`src/rtl/pr_constants.sv`:
```
// Shared constants for the PageRank accelerator AXI glue.
// Holds the AXI field widths used on the memory master port, the fixed
// 64-byte beat size, the default per-requester outstanding-burst cap, and
// the AR-side arbitration state type shared by the read (and later write)
// arbiters.
package pr_constants;

  localparam int AXI_ID_W    = 16;
  localparam int AXI_ADDR_W  = 64;
  localparam int AXI_DATA_W  = 512;
  localparam int AXI_LEN_W   = 8;
  localparam int DEF_MAX_OUT = 4;
  localparam int CNT_W       = 4;

  // 2^6 = 64 bytes per beat, matching the 512-bit data bus
  localparam logic [2:0] ARSIZE_64B = 3'b110;

  typedef enum logic {
    AR_IDLE  = 1'b0,
    AR_ISSUE = 1'b1
  } ar_state_t;

endpackage

```
`src/rtl/pr_rr_arbiter.sv`:
```
// N-way round-robin picker.
// Ports:
//   req         - request vector, one bit per requester
//   ptr         - highest-priority index for this pick
//   grant       - one-hot grant, all zero when nothing requests
//   grant_idx   - binary index of the granted requester
//   grant_valid - high when any requester was granted
// Purely combinational; the caller owns the pointer register and decides
// how to advance it.
module pr_rr_arbiter #(
  parameter int N     = 3,
  parameter int IDX_W = 2
) (
  input  logic [N-1:0]     req,
  input  logic [IDX_W-1:0] ptr,
  output logic [N-1:0]     grant,
  output logic [IDX_W-1:0] grant_idx,
  output logic             grant_valid
);

  // Walk the requesters starting at ptr and wrapping modulo N; the first
  // active one wins.
  always_comb begin
    int j;
    j           = 0;
    grant       = '0;
    grant_idx   = '0;
    grant_valid = 1'b0;
    for (int k = 0; k < N; k++) begin
      j = int'(ptr) + k;
      if (j >= N) j = j - N;
      if (!grant_valid && req[j]) begin
        grant[j]    = 1'b1;
        grant_idx   = IDX_W'(j);
        grant_valid = 1'b1;
      end
    end
  end

endmodule

```
`src/rtl/pr_axi_rd_arb.sv`:
```
// Shares the accelerator's single AXI read master port among N_REQ read
// engines (vertex, in-edge and rank readers).
// Ports:
//   clk, rst                 - clock, synchronous active-high reset
//   req_ar* / req_arready    - per-requester packed AR requests, one-hot accept
//   req_r* / req_rready      - R beats routed back by RID, per-requester ready
//   ar*_m / r*_m             - AXI master AR and R channels
//   busy                     - AR pending or any burst still outstanding
//   err                      - sticky: bad RID, non-OKAY RRESP or counter underflow
// ARs are granted round-robin with the requester index carried in ARID.
// Each requester may have at most MAX_OUT bursts in flight.
module pr_axi_rd_arb
  import pr_constants::*;
#(
  parameter int N_REQ   = 3,
  parameter int IDX_W   = 2,
  parameter int MAX_OUT = DEF_MAX_OUT
) (
  input  logic                        clk,
  input  logic                        rst,
  input  logic [N_REQ*AXI_ADDR_W-1:0] req_araddr,
  input  logic [N_REQ*AXI_LEN_W-1:0]  req_arlen,
  input  logic [N_REQ-1:0]            req_arvalid,
  output logic [N_REQ-1:0]            req_arready,
  output logic [AXI_DATA_W-1:0]       req_rdata,
  output logic                        req_rlast,
  output logic [N_REQ-1:0]            req_rvalid,
  input  logic [N_REQ-1:0]            req_rready,
  output logic [AXI_ID_W-1:0]         arid_m,
  output logic [AXI_ADDR_W-1:0]       araddr_m,
  output logic [AXI_LEN_W-1:0]        arlen_m,
  output logic [2:0]                  arsize_m,
  output logic                        arvalid_m,
  input  logic                        arready_m,
  input  logic [AXI_ID_W-1:0]         rid_m,
  input  logic [AXI_DATA_W-1:0]       rdata_m,
  input  logic [1:0]                  rresp_m,
  input  logic                        rlast_m,
  input  logic                        rvalid_m,
  output logic                        rready_m,
  output logic                        busy,
  output logic                        err
);

  ar_state_t          state, state_nxt;
  logic [IDX_W-1:0]   rr_ptr;
  logic [CNT_W-1:0]   out_cnt [N_REQ];
  logic [N_REQ-1:0]   eligible, grant, cnt_inc, cnt_dec;
  logic [IDX_W-1:0]   grant_idx, r_idx;
  logic               grant_valid, accept, bad_rid, r_hs, r_done, underflow;

  // A requester at its outstanding cap sits out arbitration until a burst
  // of its own completes.
  always_comb begin
    eligible = '0;
    for (int i = 0; i < N_REQ; i++)
      eligible[i] = req_arvalid[i] && (out_cnt[i] < CNT_W'(MAX_OUT));
  end

  pr_rr_arbiter #(.N(N_REQ), .IDX_W(IDX_W)) u_arb (
    .req         (eligible),
    .ptr         (rr_ptr),
    .grant       (grant),
    .grant_idx   (grant_idx),
    .grant_valid (grant_valid)
  );

  assign accept      = (state == AR_IDLE) && grant_valid;
  assign req_arready = accept ? grant : '0;
  assign arvalid_m   = (state == AR_ISSUE);
  assign arsize_m    = ARSIZE_64B;

  // Accept in IDLE, then present the registered AR until the slave takes it.
  always_comb begin
    state_nxt = state;
    case (state)
      AR_IDLE:  if (grant_valid) state_nxt = AR_ISSUE;
      AR_ISSUE: if (arready_m)   state_nxt = AR_IDLE;
      default:  state_nxt = AR_IDLE;
    endcase
  end

  always_ff @(posedge clk) begin
    if (rst) state <= AR_IDLE;
    else     state <= state_nxt;
  end

  // The output stage is loaded only on accept, so the AR fields stay frozen
  // for the whole ISSUE phase however long the slave stalls.
  always_ff @(posedge clk) begin
    if (rst) begin
      rr_ptr   <= '0;
      arid_m   <= '0;
      araddr_m <= '0;
      arlen_m  <= '0;
    end else if (accept) begin
      araddr_m <= req_araddr[AXI_ADDR_W*grant_idx +: AXI_ADDR_W];
      arlen_m  <= req_arlen[AXI_LEN_W*grant_idx +: AXI_LEN_W];
      arid_m   <= {{(AXI_ID_W-IDX_W){1'b0}}, grant_idx};
      rr_ptr   <= (int'(grant_idx) == N_REQ-1) ? '0 : grant_idx + IDX_W'(1);
    end
  end

  // R routing: an RID that names no requester is drained (rready_m=1) so the
  // interconnect can never lock up on it.
  assign r_idx   = rid_m[IDX_W-1:0];
  assign bad_rid = (int'(r_idx) >= N_REQ) || (rid_m[AXI_ID_W-1:IDX_W] != '0);

  always_comb begin
    req_rvalid = '0;
    rready_m   = 1'b1;
    if (!bad_rid) begin
      for (int i = 0; i < N_REQ; i++) begin
        if (int'(r_idx) == i) begin
          req_rvalid[i] = rvalid_m;
          rready_m      = req_rready[i];
        end
      end
    end
  end

  assign req_rdata = rdata_m;
  assign req_rlast = rlast_m;
  assign r_hs      = rvalid_m && rready_m;
  assign r_done    = r_hs && rlast_m;

  // Per-requester increment/decrement strobes; underflow flags a last beat
  // for a requester that has no burst in flight.
  always_comb begin
    cnt_inc   = req_arready;
    cnt_dec   = '0;
    underflow = 1'b0;
    for (int i = 0; i < N_REQ; i++) begin
      if (r_done && !bad_rid && (int'(r_idx) == i)) begin
        cnt_dec[i] = 1'b1;
        if (out_cnt[i] == '0) underflow = 1'b1;
      end
    end
  end

  always_ff @(posedge clk) begin
    for (int i = 0; i < N_REQ; i++) begin
      if (rst)
        out_cnt[i] <= '0;
      else if (cnt_inc[i] && !cnt_dec[i])
        out_cnt[i] <= out_cnt[i] + CNT_W'(1);
      else if (cnt_dec[i] && !cnt_inc[i] && (out_cnt[i] != '0))
        out_cnt[i] <= out_cnt[i] - CNT_W'(1);
    end
  end

  always_ff @(posedge clk) begin
    if (rst)
      err <= 1'b0;
    else if ((r_hs && (bad_rid || (rresp_m != 2'b00))) || underflow)
      err <= 1'b1;
  end

  always_comb begin
    busy = arvalid_m;
    for (int i = 0; i < N_REQ; i++)
      if (out_cnt[i] != '0) busy = 1'b1;
  end

endmodule
```
`config.mk`:
```
export PLATFORM = sky130hd
export DESIGN_NAME = pr_axi_rd_arb
export DESIGN_NICKNAME = d
export VERILOG_FILES = /design/src/rtl/pr_constants.sv /design/src/rtl/pr_rr_arbiter.sv /design/src/rtl/pr_axi_rd_arb.sv
export SDC_FILE = /design/constraint.sdc
export NUM_CORES = 1
export LEC_CHECK = 0
export BUFFER_PORTS_ARGS = -buffer_cell sky130_fd_sc_hd__buf_2
export CELL_PAD_IN_SITES_DETAIL_PLACEMENT = 0
export CELL_PAD_IN_SITES_GLOBAL_PLACEMENT = 1
export CORE_AREA = 2 2 532 534
export DETAILED_ROUTE_END_ITERATION = 8
export DIE_AREA = 0 0 534 536
export HOLD_SLACK_MARGIN = 0.15
export MAX_ROUTING_LAYER = met4
export PLACE_DENSITY = 0.3
export SLEW_MARGIN = 20
export SYNTH_ARGS = -nofsm -noshare
export SYNTH_HDL_FRONTEND = slang
export SYNTH_HIERARCHICAL = 1
export SYNTH_SLANG_ARGS = --single-unit
```
`constraint.sdc`:
```
create_clock -name clk -period 4.5 [get_ports clk]
set_input_delay 0.675 -clock clk [delete_from_list [all_inputs] [get_ports clk]]
set_output_delay 0.675 -clock clk [all_outputs]
set_load 0.05 [all_outputs]
```
==> results of run 1 <==
==> layout make-up <==
type,instances,share of cell area
tap,3743,0.3749
clock inverter,6,0.005809
inverter,18,0.005408
multi-input combinational,551,0.2783
antenna,22,0.004407
sequential,90,0.1538
timing repair buffer,360,0.1582
clock buffer,10,0.01913
==> per-layer routing <==
layer  GRT usage  part of all wire  vias up
met5           -                 0        -
met4     0.04350             0.052        0
met3      0.1653              0.38      333
met2      0.1306              0.40      993
met1     0.04396              0.17     3290
li1            -                 -     3194
==> cells in the mapped netlist (3+ instances only) <==
cell	count
buf_1	8
nor4bb_1	3
nor4_1	7
or3_1	3
a21oi_1	18
xnor2_1	5
clkbuf_1	40
buf_2	7
mux2i_1	76
nand3_1	9
o21ai_0	5
nor2b_1	4
nor2_1	159
nand2b_1	6
nor3_1	77
o22ai_1	4
dfxtp_1	78
buf_4	530
inv_1	17
edfxtp_1	12
nor3b_1	4
ha_1	11
nand2_1	24
a211oi_1	75
a31oi_1	3
==> state kept, by name, indices dropped and copies added, names as in the netlist <==
register	cells
out_cnt	12
araddr_m	64
arlen_m	8
err	1
arid_m	2
arvalid_m	1
rr_ptr	2
==> layout by cell type, fill, tap and decap left out, drive strengths merged, types with 2 or more instances in the layout <==
cell,n
xnor2,5
nand4,2
nor2b,4
clkinv,3
a21oi,18
o211ai,2
o21ai,5
or3b,2
nand2,24
diode,22
nand2b,6
nand3,9
inv,20
mux2,2
a211oi,75
ha,11
nor3,77
buf,360
a31oi,3
or3,3
nor2,159
nor4,8
mux2i,78
nor4bb,3
nand3b,2
conb,17
o21bai,2
nor3b,4
o22ai,4
or4,3
edfxtp,12
dfxtp,78
clkbuf,10
a21o,2
==> worst reg2reg max path, cell delays in order, from the launching register on <==
cell,delay (ns)
edfxtp_1,0.51
nor3b_1,0.26
buf_4,0.21
nand2b_1,0.14
nand2_1,0.12
nor2_1,0.05
o21bai_1,0.33
nor2b_4,0.24
nand2_1,0.08
and4bb_2,0.27
nand2_1,0.10
inv_1,0.09
ha_1,0.28
a21o_1,0.18
a21oi_1,0.19
xnor2_1,0.16
mux2i_1,0.20
nor2_1,0.05
==> stage by stage <==
step / cells / power, W / utilization / area (sq um)
6_report: 4800 / 0.006466 / 0.04449 / 12490
4_1_cts: 4778 / 0.006723 / 0.04428 / 12430
5_1_grt: 4796 / 0.006961 / 0.04445 / 12480
3_5_place_dp: 4762 / 0.005617 / 0.04317 / 12120
3_3_place_gp: 4762 / 0.005611 / 0.04317 / 12120
2_1_floorplan: 1246 / 0.005078 / - / 9644
==> logic make-up (layout without fill, tap and decap cells) <==
family / after synthesis / in the layout / share of synthesized area
compound gates: 124 / 124 / 0.09226
other cells: 2 / 39 / 0.0007833
fa+ha+maj: 12 / 12 / 0.01644
flops: 90 / 90 / 0.2004
mux: 80 / 80 / 0.08639
buf+inv: 605 / 394 / 0.4471
xor+xnor: 6 / 6 / 0.005481
simple gates: 312 / 312 / 0.1511
==> repair_timing <==
item / 4_1_cts / 5_1_grt
endpoints found under the setup margin: 0 / 1
gates resized for setup: 0 / 1
hold buffers: 0 / 0
==> where the power goes <==
| part | internal, W | switching, W |
|---|---|---|
| clock | 0.000457 | 0.000541 |
| combinational | 0.00115 | 0.00303 |
| sequential | 0.00110 | 0.000177 |
| total | 0.00272 | 0.00375 |
==> worst min path at each step <==
| stage | startpoint | end | slack, ns | depth (start not counted) |
|---|---|---|---|---|
| floorplan | rr_ptr[1]$_SDFFE_PP0P_ | rr_ptr[1]$_SDFFE_PP0P_ | 0.46 | 2 |
| global placement | arid_m[1]$_SDFFE_PP0P_ | arid_m[1]$_SDFFE_PP0P_ | 0.45 | 2 |
| detailed placement | arid_m[1]$_SDFFE_PP0P_ | arid_m[1]$_SDFFE_PP0P_ | 0.44 | 2 |
| CTS | arready_m | arvalid_m$_SDFF_PP0_ | 0.42 | 3 |
| global route | req_araddr[115] | araddr_m[51]$_SDFFE_PP0P_ | 0.47 | 3 |
| finish | arid_m[1]$_SDFFE_PP0P_ | arid_m[1]$_SDFFE_PP0P_ | 0.45 | 2 |
==> flow_summary_export.csv, run 1 <==
group,metric,value,unit
outcome,run_status,"complete, no violations",
sta,finalHoldViolCount,0,
detailed_routing,drtPass1Iterations,6,
final_layout,area_growth,30.30,%
critical_path,crit_slowest_cell,"edfxtp_1",
floorplanning,num_rows,195,
logic_synthesis,ys_seq_elements,90,
hold_path,hold_class,"reg2reg",
critical_path,worstSetupStartpoint,"out_cnt[1][2]$_DFFE_PP_",
clock_tree,cts_tree,"yes",
critical_path,rr_startpoint,"out_cnt[1][2]$_DFFE_PP_",
floorplanning,dieArea,286200,sq um
floorplanning,start_util,0.03414,
logic_synthesis,synth_top_cell_by_area,"buf_4",
logic_synthesis,syn_avg_cell_area,7.789,sq um
clock_tree,clockBufferDepth,2,
detailed_routing,ant_nets,0,
logic_synthesis,synth_area,9588,sq um
clock_tree,clockRootBuffer,"clkbuf_16",
critical_path,required,3.83,ns
floorplanning,die_w,534,um
pwr,p_leak,3.720,nW
clock_tree,worstSkewPairLatency,0.46,ns
global_routing,grt_pass1_vias,7706,
clock_tree,post_cts.repair.setup_buffers,0,
clock_tree,cts-buffers-inserted,9,
critical_path,critPathMostFrequentCell,"nand2_1",
flow_run,cap_violations,0,
critical_path,r2r-end,"out_cnt[2][3]$_SDFFCE_PN0P_",
detailed_routing,via_count,7810,
sta,tns,0,ns
global_routing,antenna_found_initial,56,
floorplanning,ios,1371,
logic_synthesis,synth_area_leaders,"buf_4 41%, dfxtp_1 16%, mux2i_1 7.9%, nor2_1 6.2%, a211oi_1 5.9%",
clock_tree,htreeDepth,3,
critical_path,r2r_cells,17,
logic_synthesis,async_flop_share,0,
final_layout,fillers,33390,
sta,min_period_over_period,0.8726,
logic_synthesis,synth_cells,1231,
critical_path,cp-start-kind,"flip-flop",
critical_path,worstPathMaxFanout,38,
detailed_routing,via_per_inst,1.627,
detailed_routing,drc_errors,0,
final_layout,drive_above_1_share,0.3787,
pwr,power_density,517.6,nW/um^2
sta,timing.final.ws_setup,0.5734,ns
global_routing,grt_remaining_overflow,0,
critical_path,slowest_delay,0.51,ns
critical_path,crit_cells,11,
clock_tree,clock-sinks,90,
sta,finClkSkew,0.02434,ns
critical_path,rrSetupSlack,0.81,ns
sta,worstMarginPinSlew,0.7925,ns
logic_synthesis,yosysTopAreaCellShare,0.4150,
floorplanning,fp.dieH,536,um
sta,hold_slack,0.4549,ns
sta,clock.fmax,254.7,MHz
logic_synthesis,yosysWarnings,6,
critical_path,cp.buffers_inverters,4,
critical_path,end_kind,"output pin",
detailed_routing,routedWlPerCell,28.80,um
critical_path,worstPathCellList,"nor3b_1, buf_4, nand2b_1, nand2_1, nor2_1, o21bai_1, nor2b_4, buf_6, nand2_1, inv_1, buf_2",
sta,setup_viol,0,
global_routing,grtUsageTotal,0.09540,
critical_path,critPathArrivalTime,3.25,ns
floorplanning,core-area,280800,sq um
pwr,vdd_drop_max,371.8,uV
sta,fin_crit,3.927,ns
critical_path,setup.worst_path.class,"reg2out",
sta,slew_headroom,0.4717,
logic_synthesis,seq_area_frac_synth,0.2004,
global_routing,grt_pass1_wl,154800,um
sta,final_max_slew_viol_count,0,
final_layout,layout.nets,1799,
placed_design,port_buffers,329,
detailed_routing,routed_wl,138200,um
final_layout,multi_input_area,3477,sq um
logic_synthesis,synthFlopType,"dfxtp_1",
clock_tree,clkTransAtPathRegs,0.10,ns
logic_synthesis,yosysUniqueCellTypes,61,
critical_path,critPathTopFamily,"simple AND/OR/NAND/NOR gates",
logic_synthesis,synth_enable_flop_cells,12,
final_layout,seq_area,1922,sq um
global_routing,grt_max_degree,40,
detailed_routing,drt_iter0_markers,336,
placed_design,place_ws,0.5464,ns
placed_design,gp_congestion,0.7460,
critical_path,critPathCapture,"req_arready[0]",
placed_design,hpwl,126800,um
sta,rsz0062_at_grt,"false",
Power figures use the tool's default switching activity.
==> run 2, diff against run 1 <==
PLACE_DENSITY = unset   (was 0.3)
PLACE_DENSITY_LB_ADDON = 0.08   (was unset)
==> run 2 against run 1 <==
  * Sequential power hardly changed
  * Register-to-register slack got worse by 0.06 ns
  * Maximum frequency rose by 4.0%
  * First-iteration DRC count down 37%
  * Critical path type unchanged
  * Global-route usage shrank 5.4 points
  * Largest power group unchanged
  * Cell count down 0.17%
  * Critical path depth down 1
  * Via count down 7.1%
  * Power increased by 1.7%
  * Largest cell class unchanged
  * Highest routed layer unchanged
  * Combinational power increased by 3%
  * Wire length is 58% lower
  * Sequential cell count unchanged
==> flow_summary_export.csv, run 2 (same netlist as run 1, synthesis figures left out) <==
group,metric,value,unit
floorplanning,ios,1371,
global_routing,grt_remaining_overflow,0,
final_layout,finalInstanceArea,12500,sq um
critical_path,end_kind,"output pin",
final_layout,final_util,0.04453,
detailed_routing,drtPass1Iterations,4,
global_routing,grtUsageTotal,0.04123,
clock_tree,cts_tree,"yes",
final_layout,area_growth,30.42,%
final_layout,layout.nets,1810,
floorplanning,start_util,0.03414,
hold_path,hold_class,"reg2reg",
detailed_routing,routed.top_layer,"met4",
sta,clock.fmax,264.8,MHz
clock_tree,clock-sinks,90,
sta,hold_slack,0.4720,ns
pwr,vdd_drop_max,485.0,uV
detailed_routing,via_per_inst,1.514,
sta,tns,0,ns
floorplanning,die_w,534,um
sta,min_period_over_period,0.8393,
clock_tree,clkTransAtPathRegs,0.10,ns
flow_run,cap_violations,0,
detailed_routing,routed_wl,58620,um
detailed_routing,dr_wl_met2,28090,um
clock_tree,worstSkewPairLatency,0.46,ns
sta,fin_crit,3.777,ns
clock_tree,htreeDepth,3,
final_layout,regMostFlops,"araddr_m",
detailed_routing,wl_met3,6233,um
floorplanning,fp.dieH,536,um
critical_path,critPathArrivalTime,3.10,ns
pwr,power_density,525.8,nW/um^2
sta,worstMarginPinSlew,0.8443,ns
hold_path,whs_path_depth,2,
detailed_routing,routedWlPerCell,12.23,um
clock_tree,cts-buffers-inserted,9,
sta,finalHoldViolCount,0,
clock_tree,post_cts_resized,0,
clock_tree,clockRootBuffer,"clkbuf_16",
final_layout,final_common_cell,"buf_2",
global_routing,grt_pass1_vias,8162,
final_layout,largest_reg_flops,64,
critical_path,required,3.83,ns
sta,finClkSkew,0.02624,ns
placed_design,hpwl,47340,um
global_routing,grt_max_degree,79,
sta,setup_viol,0,
detailed_routing,ant_nets,0,
final_layout,reg.largest.list,"araddr_m x64, out_cnt x12, arlen_m x8",
critical_path,worstPathMaxFanout,11,
floorplanning,dieArea,286200,sq um
detailed_routing,drc_errors,0,
placed_design,gp_congestion,0.6408,
detailed_routing,met1Wirelength,21600,um
clock_tree,clockBufferDepth,2,
sta,rsz0062_at_grt,"false",
pwr,p_leak,3.766,nW
detailed_routing,via_count,7255,
placed_design,postPlaceCellArea,12210,sq um
outcome,run_status,"complete, no violations",
final_layout,fillers,33360,
floorplanning,num_rows,195,
critical_path,cp-start-kind,"flip-flop",
global_routing,antenna_found_initial,10,
critical_path,r2r_cells,16,
sta,slew_headroom,0.4372,
final_layout,layout_common_cells,"328 x buf_2, 158 x nor2_1, 78 x dfxtp_1, 77 x nor3_1, 76 x mux2i_1",
final_layout,drive_above_1_share,0.3853,
detailed_routing,drt_iter0_markers,213,
global_routing,grt_pass1_wl,76510,um
clock_tree,postCtsHoldBufs,0,
sta,final_max_slew_viol_count,0,
floorplanning,core-area,280800,sq um
placed_design,port_buffers,329,
clock_tree,post_cts.repair.setup_buffers,0,
critical_path,setup.worst_path.class,"reg2out",
run 2: changes by cell type in the layout (fill, tap and decap cells not counted):
cell | before | now
diode_2 | 22 | 3
buf_4 | 23 | 35
buf_6 | 2 | 1
bufinv_16 | 1 | 0
clkbuf_8 | 1 | 0
clkinv_2 | 1 | 0
clkinv_4 | 1 | 2
inv_6 | 2 | 3
inv_8 | 1 | 2
run 2: final cells by class:
class                           count  area, sq um  share of cell area
Clock buffer                        9        225.2             0.01801
Sequential cell                    90         1922              0.1537
Timing Repair Buffer              371         2056              0.1644
Clock inverter                      7        66.31            0.005303
Multi-Input combinational cell    551         3477              0.2781
Antenna cell                        3        7.507           0.0006004
Tap cell                         3743         4683              0.3745
Inverter                           18        67.56            0.005403
run 2: report_power, final:
| part | switching [W] | internal, W | total [W] |
|---|---|---|---|
| clock network | 0.000568 | 0.000395 | 0.000962 |
| logic | 0.00311 | 0.00121 | 0.00432 |
| registers | 0.000187 | 0.00110 | 0.00129 |
| total | 0.00387 | 0.00270 | 0.00657 |
run 2: worst max-delay path, stage by stage (launching register included):
cell	delay, ns
edfxtp_1	0.50
nor3b_1	0.35
buf_4	0.22
mux2i_4	0.09
mux2i_4	0.27
o21bai_1	0.18
nor2b_4	0.18
buf_4	0.29
nand2_1	0.22
inv_1	0.10
buf_2	0.26
run 2: stage by stage:
step | std cells | total power (W) | setup slack, ns
detailed placement | 4773 | 0.005990 | 0.4689
CTS | 4789 | 0.007108 | 0.4850
finish | 4792 | 0.006574 | 0.7230
floorplan | 1246 | 0.005078 | 0.6440
global placement | 4773 | 0.006052 | 0.3870
global route | 4790 | 0.007301 | 0.3970
run 2: worst paths after layout:
path | slack [ns] | to | from
worst max-delay path | 0.72 | req_arready[0] | out_cnt[0][2]$_DFFE_PP_
worst min-delay path | 0.47 | arid_m[1]$_SDFFE_PP0P_ | arid_m[1]$_SDFFE_PP0P_
worst min register to register | 0.47 | arid_m[1]$_SDFFE_PP0P_ | arid_m[1]$_SDFFE_PP0P_
worst max register to register | 0.75 | out_cnt[2][3]$_SDFFCE_PN0P_ | out_cnt[0][2]$_DFFE_PP_
run 2: routing by layer:
metal | up-vias | GRT usage
li1 | 3170 | -
met2 | 578 | 0.06593
met1 | 3304 | 0.04128
met3 | 203 | 0.02092
met4 | 0 | 0.02086
met5 | - | -
==> run 3, diff against run 2 <==
CORE_AREA = 2 2 531 533   (was 2 2 532 534)
DIE_AREA = 0 0 533 535   (was 0 0 534 536)
clock period = 3.4 ns   (was 4.5 ns; I/O delays follow)
==> run 3 against run 2 <==
  * Power is 36% higher
  * Combinational power is 39% higher
  * First-iteration DRC count is 15% lower
  * Wire length is 5.5% higher
  * Sequential cell count stayed put
  * Global-route usage is 0.20 points higher
  * Clock skew is 0.0048 ns lower
  * Cell area is 3.9% higher
  * Clock power is 34% higher
  * Sequential power is 29% higher
  * Hold slack worse by 0.12 ns
==> flow_summary_export.csv, run 3 (same netlist as run 1, synthesis figures left out) <==
group,metric,value,unit
detailed_routing,routedWlPerCell,12.83,um
detailed_routing,ant_nets,0,
clock_tree,cts-buffers-inserted,9,
pwr,p_switching,0.005036,W
pwr,power_density,689.1,nW/um^2
critical_path,cp-start-kind,"flip-flop",
final_layout,area_growth,35.48,%
sta,min_period_over_period,0.9645,
placed_design,hpwl,50540,um
pwr,finalPower,0.008952,W
sta,clock.fmax,305.0,MHz
floorplanning,core-area,278900,sq um
final_layout,regMostFlops,"araddr_m",
clock_tree,cts_tree,"yes",
pwr,vdd_drop_max,632.4,uV
critical_path,setup.worst_path.class,"reg2reg",
clock_tree,htreeDepth,3,
critical_path,cp.buffers_inverters,2,
global_routing,grt_pass1_vias,8466,
sta,rsz0062_at_grt,"true",
global_routing,grt_remaining_overflow,0,
global_routing,grtUsageTotal,0.04320,
detailed_routing,wl_met3,7373,um
clock_tree,clockRootBuffer,"clkbuf_16",
clock_tree,clockBufferDepth,2,
sta,slew_headroom,0.5424,
pwr,p_clk_frac,0.144,
detailed_routing,via_per_inst,1.562,
sta,finClkSkew,0.02146,ns
clock_tree,postCtsHoldBufs,0,
floorplanning,ios,1371,
final_layout,final_util,0.04658,
critical_path,crit_slowest_cell,"edfxtp_1",
final_layout,layout.nets,1854,
final_layout,drive_above_1_share,0.4220,
sta,worstMarginPinSlew,0.6865,ns
sta,setup_viol,0,
final_layout,reg.largest.list,"araddr_m x64, out_cnt x12, arlen_m x8",
pwr,p_leak,4.024,nW
global_routing,antenna_found_initial,11,
critical_path,worstPathCellList,"nor3b_4, buf_6, mux2i_4, mux2i_4, o21bai_4, nor2b_4, nand2_1, and4bb_2, nand2_2, inv_1, ha_1, a21o_1, a21oi_2, xnor2_1, mux2i_1, nor2_1",
detailed_routing,routed.top_layer,"met4",
detailed_routing,met1Wirelength,21410,um
global_routing,grt_pass1_wl,79710,um
final_layout,largest_reg_flops,64,
critical_path,end_kind,"flip-flop",
critical_path,required,3.58,ns
floorplanning,die_w,533,um
floorplanning,num_rows,194,
pwr,intPower,0.003916,W
critical_path,critPathArrivalTime,3.46,ns
clock_tree,clock-sinks,90,
critical_path,critPathTopFamily,"simple AND/OR/NAND/NOR gates",
floorplanning,dieArea,285200,sq um
detailed_routing,via_count,7523,
critical_path,slowest_delay,0.44,ns
critical_path,worstPathMaxFanout,3,
pwr,share_comb_of_total_power,0.669,
final_layout,final_common_cell,"buf_2",
detailed_routing,drt_iter0_markers,182,
critical_path,rrSetupSlack,0.12,ns
detailed_routing,dr_wl_met2,29260,um
final_layout,layout_common_cells,"326 x buf_2, 158 x nor2_1, 78 x dfxtp_1, 77 x nor3_1, 76 x mux2i_1",
placed_design,gp_congestion,0.6562,
detailed_routing,drtPass1Iterations,4,
flow_run,cap_violations,0,
outcome,run_status,"complete, no violations",
pwr,power_switching_share,0.5626,
global_routing,grt_max_degree,60,
critical_path,critPathMostFrequentCell,"mux2i_4",
floorplanning,fp.dieH,535,um
clock_tree,clkTransAtPathRegs,0.10,ns
clock_tree,worstSkewPairLatency,0.44,ns
floorplanning,start_util,0.03438,
detailed_routing,routed_wl,61810,um
sta,finalHoldViolCount,0,
hold_path,hold_class,"in2reg",
placed_design,port_buffers,329,
sta,final_max_slew_viol_count,0,
sta,fin_crit,3.279,ns
pwr,power_frac_seq,0.187,
detailed_routing,drc_errors,0,
run 3: cell type report:
| type | count | area [sq um] |
|---|---|---|
| diodes | 3 | 7.507 |
| clock buffers | 9 | 225.2 |
| clock inverters | 7 | 68.82 |
| fillers | 33170 | 265900 |
| inverters | 18 | 67.56 |
| multi-input cells | 551 | 3550 |
| flip-flops and latches | 90 | 1922 |
| well taps | 3724 | 4659 |
| repair buffers | 415 | 2490 |
run 3: final timing paths:
kind                                  to                     from  cells past startpoint
min reg2reg       arid_m[1]$_SDFFE_PP0P_   arid_m[1]$_SDFFE_PP0P_                      2
max          out_cnt[2][3]$_SDFFCE_PN0P_  out_cnt[1][2]$_DFFE_PP_                     16
min            araddr_m[24]$_SDFFE_PP0P_           req_araddr[88]                      3
max reg2reg  out_cnt[2][3]$_SDFFCE_PN0P_  out_cnt[1][2]$_DFFE_PP_                     16
run 3: worst register-to-register path: cells and delay by family, from the launching register on:
kind,cells,cell delay [ns]
fa+ha+maj,1,0.27
buf+inv,2,0.22
mux,3,0.48
xor+xnor,1,0.15
simple gates,6,0.99
compound gates,3,0.48
flops,1,0.44
run 3: routing by layer:
layer	global-route usage	vias to the layer above
li1	-	3264
met1	0.04003	3392
met2	0.06805	630
met3	0.02533	237
met4	0.02729	0
met5	-	-
run 3: metrics by stage:
| step | instances | cell area [sq um] | TNS [ns] | hold slack (ns) | setup slack [ns] |
|---|---|---|---|---|---|
| 6_report | 4817 | 12990 | 0 | 0.3488 | 0.1209 |
| 3_5_place_dp | 4794 | 12590 | -0.2909 | 0.4485 | -0.2319 |
| 2_1_floorplan | 1246 | 9666 | 0 | 0.4648 | 0.009514 |
| 5_1_grt | 4815 | 12990 | -0.05671 | 0.2977 | -0.05671 |
| 3_3_place_gp | 4794 | 12590 | -0.5094 | 0.4530 | -0.3365 |
| 4_1_cts | 4813 | 12950 | 0 | 0.2617 | 0.006624 |
run 3: what timing repair did:
action,4_1_cts,5_1_grt
cloned,0,0
pin swaps,7,5
setup buffers,3,1
endpoints found under the hold margin,0,0
gates resized for setup,12,7
setup endpoints to repair,3,9
run 3: power by group through the flow:
stage               logic [W]  registers [W]  clock network, W
floorplan             0.00396        0.00277                 0
global placement      0.00641        0.00172                 0
detailed placement    0.00637        0.00172                 0
CTS                   0.00640        0.00170           0.00150
global route          0.00667        0.00174           0.00148
finish                0.00599        0.00167           0.00129
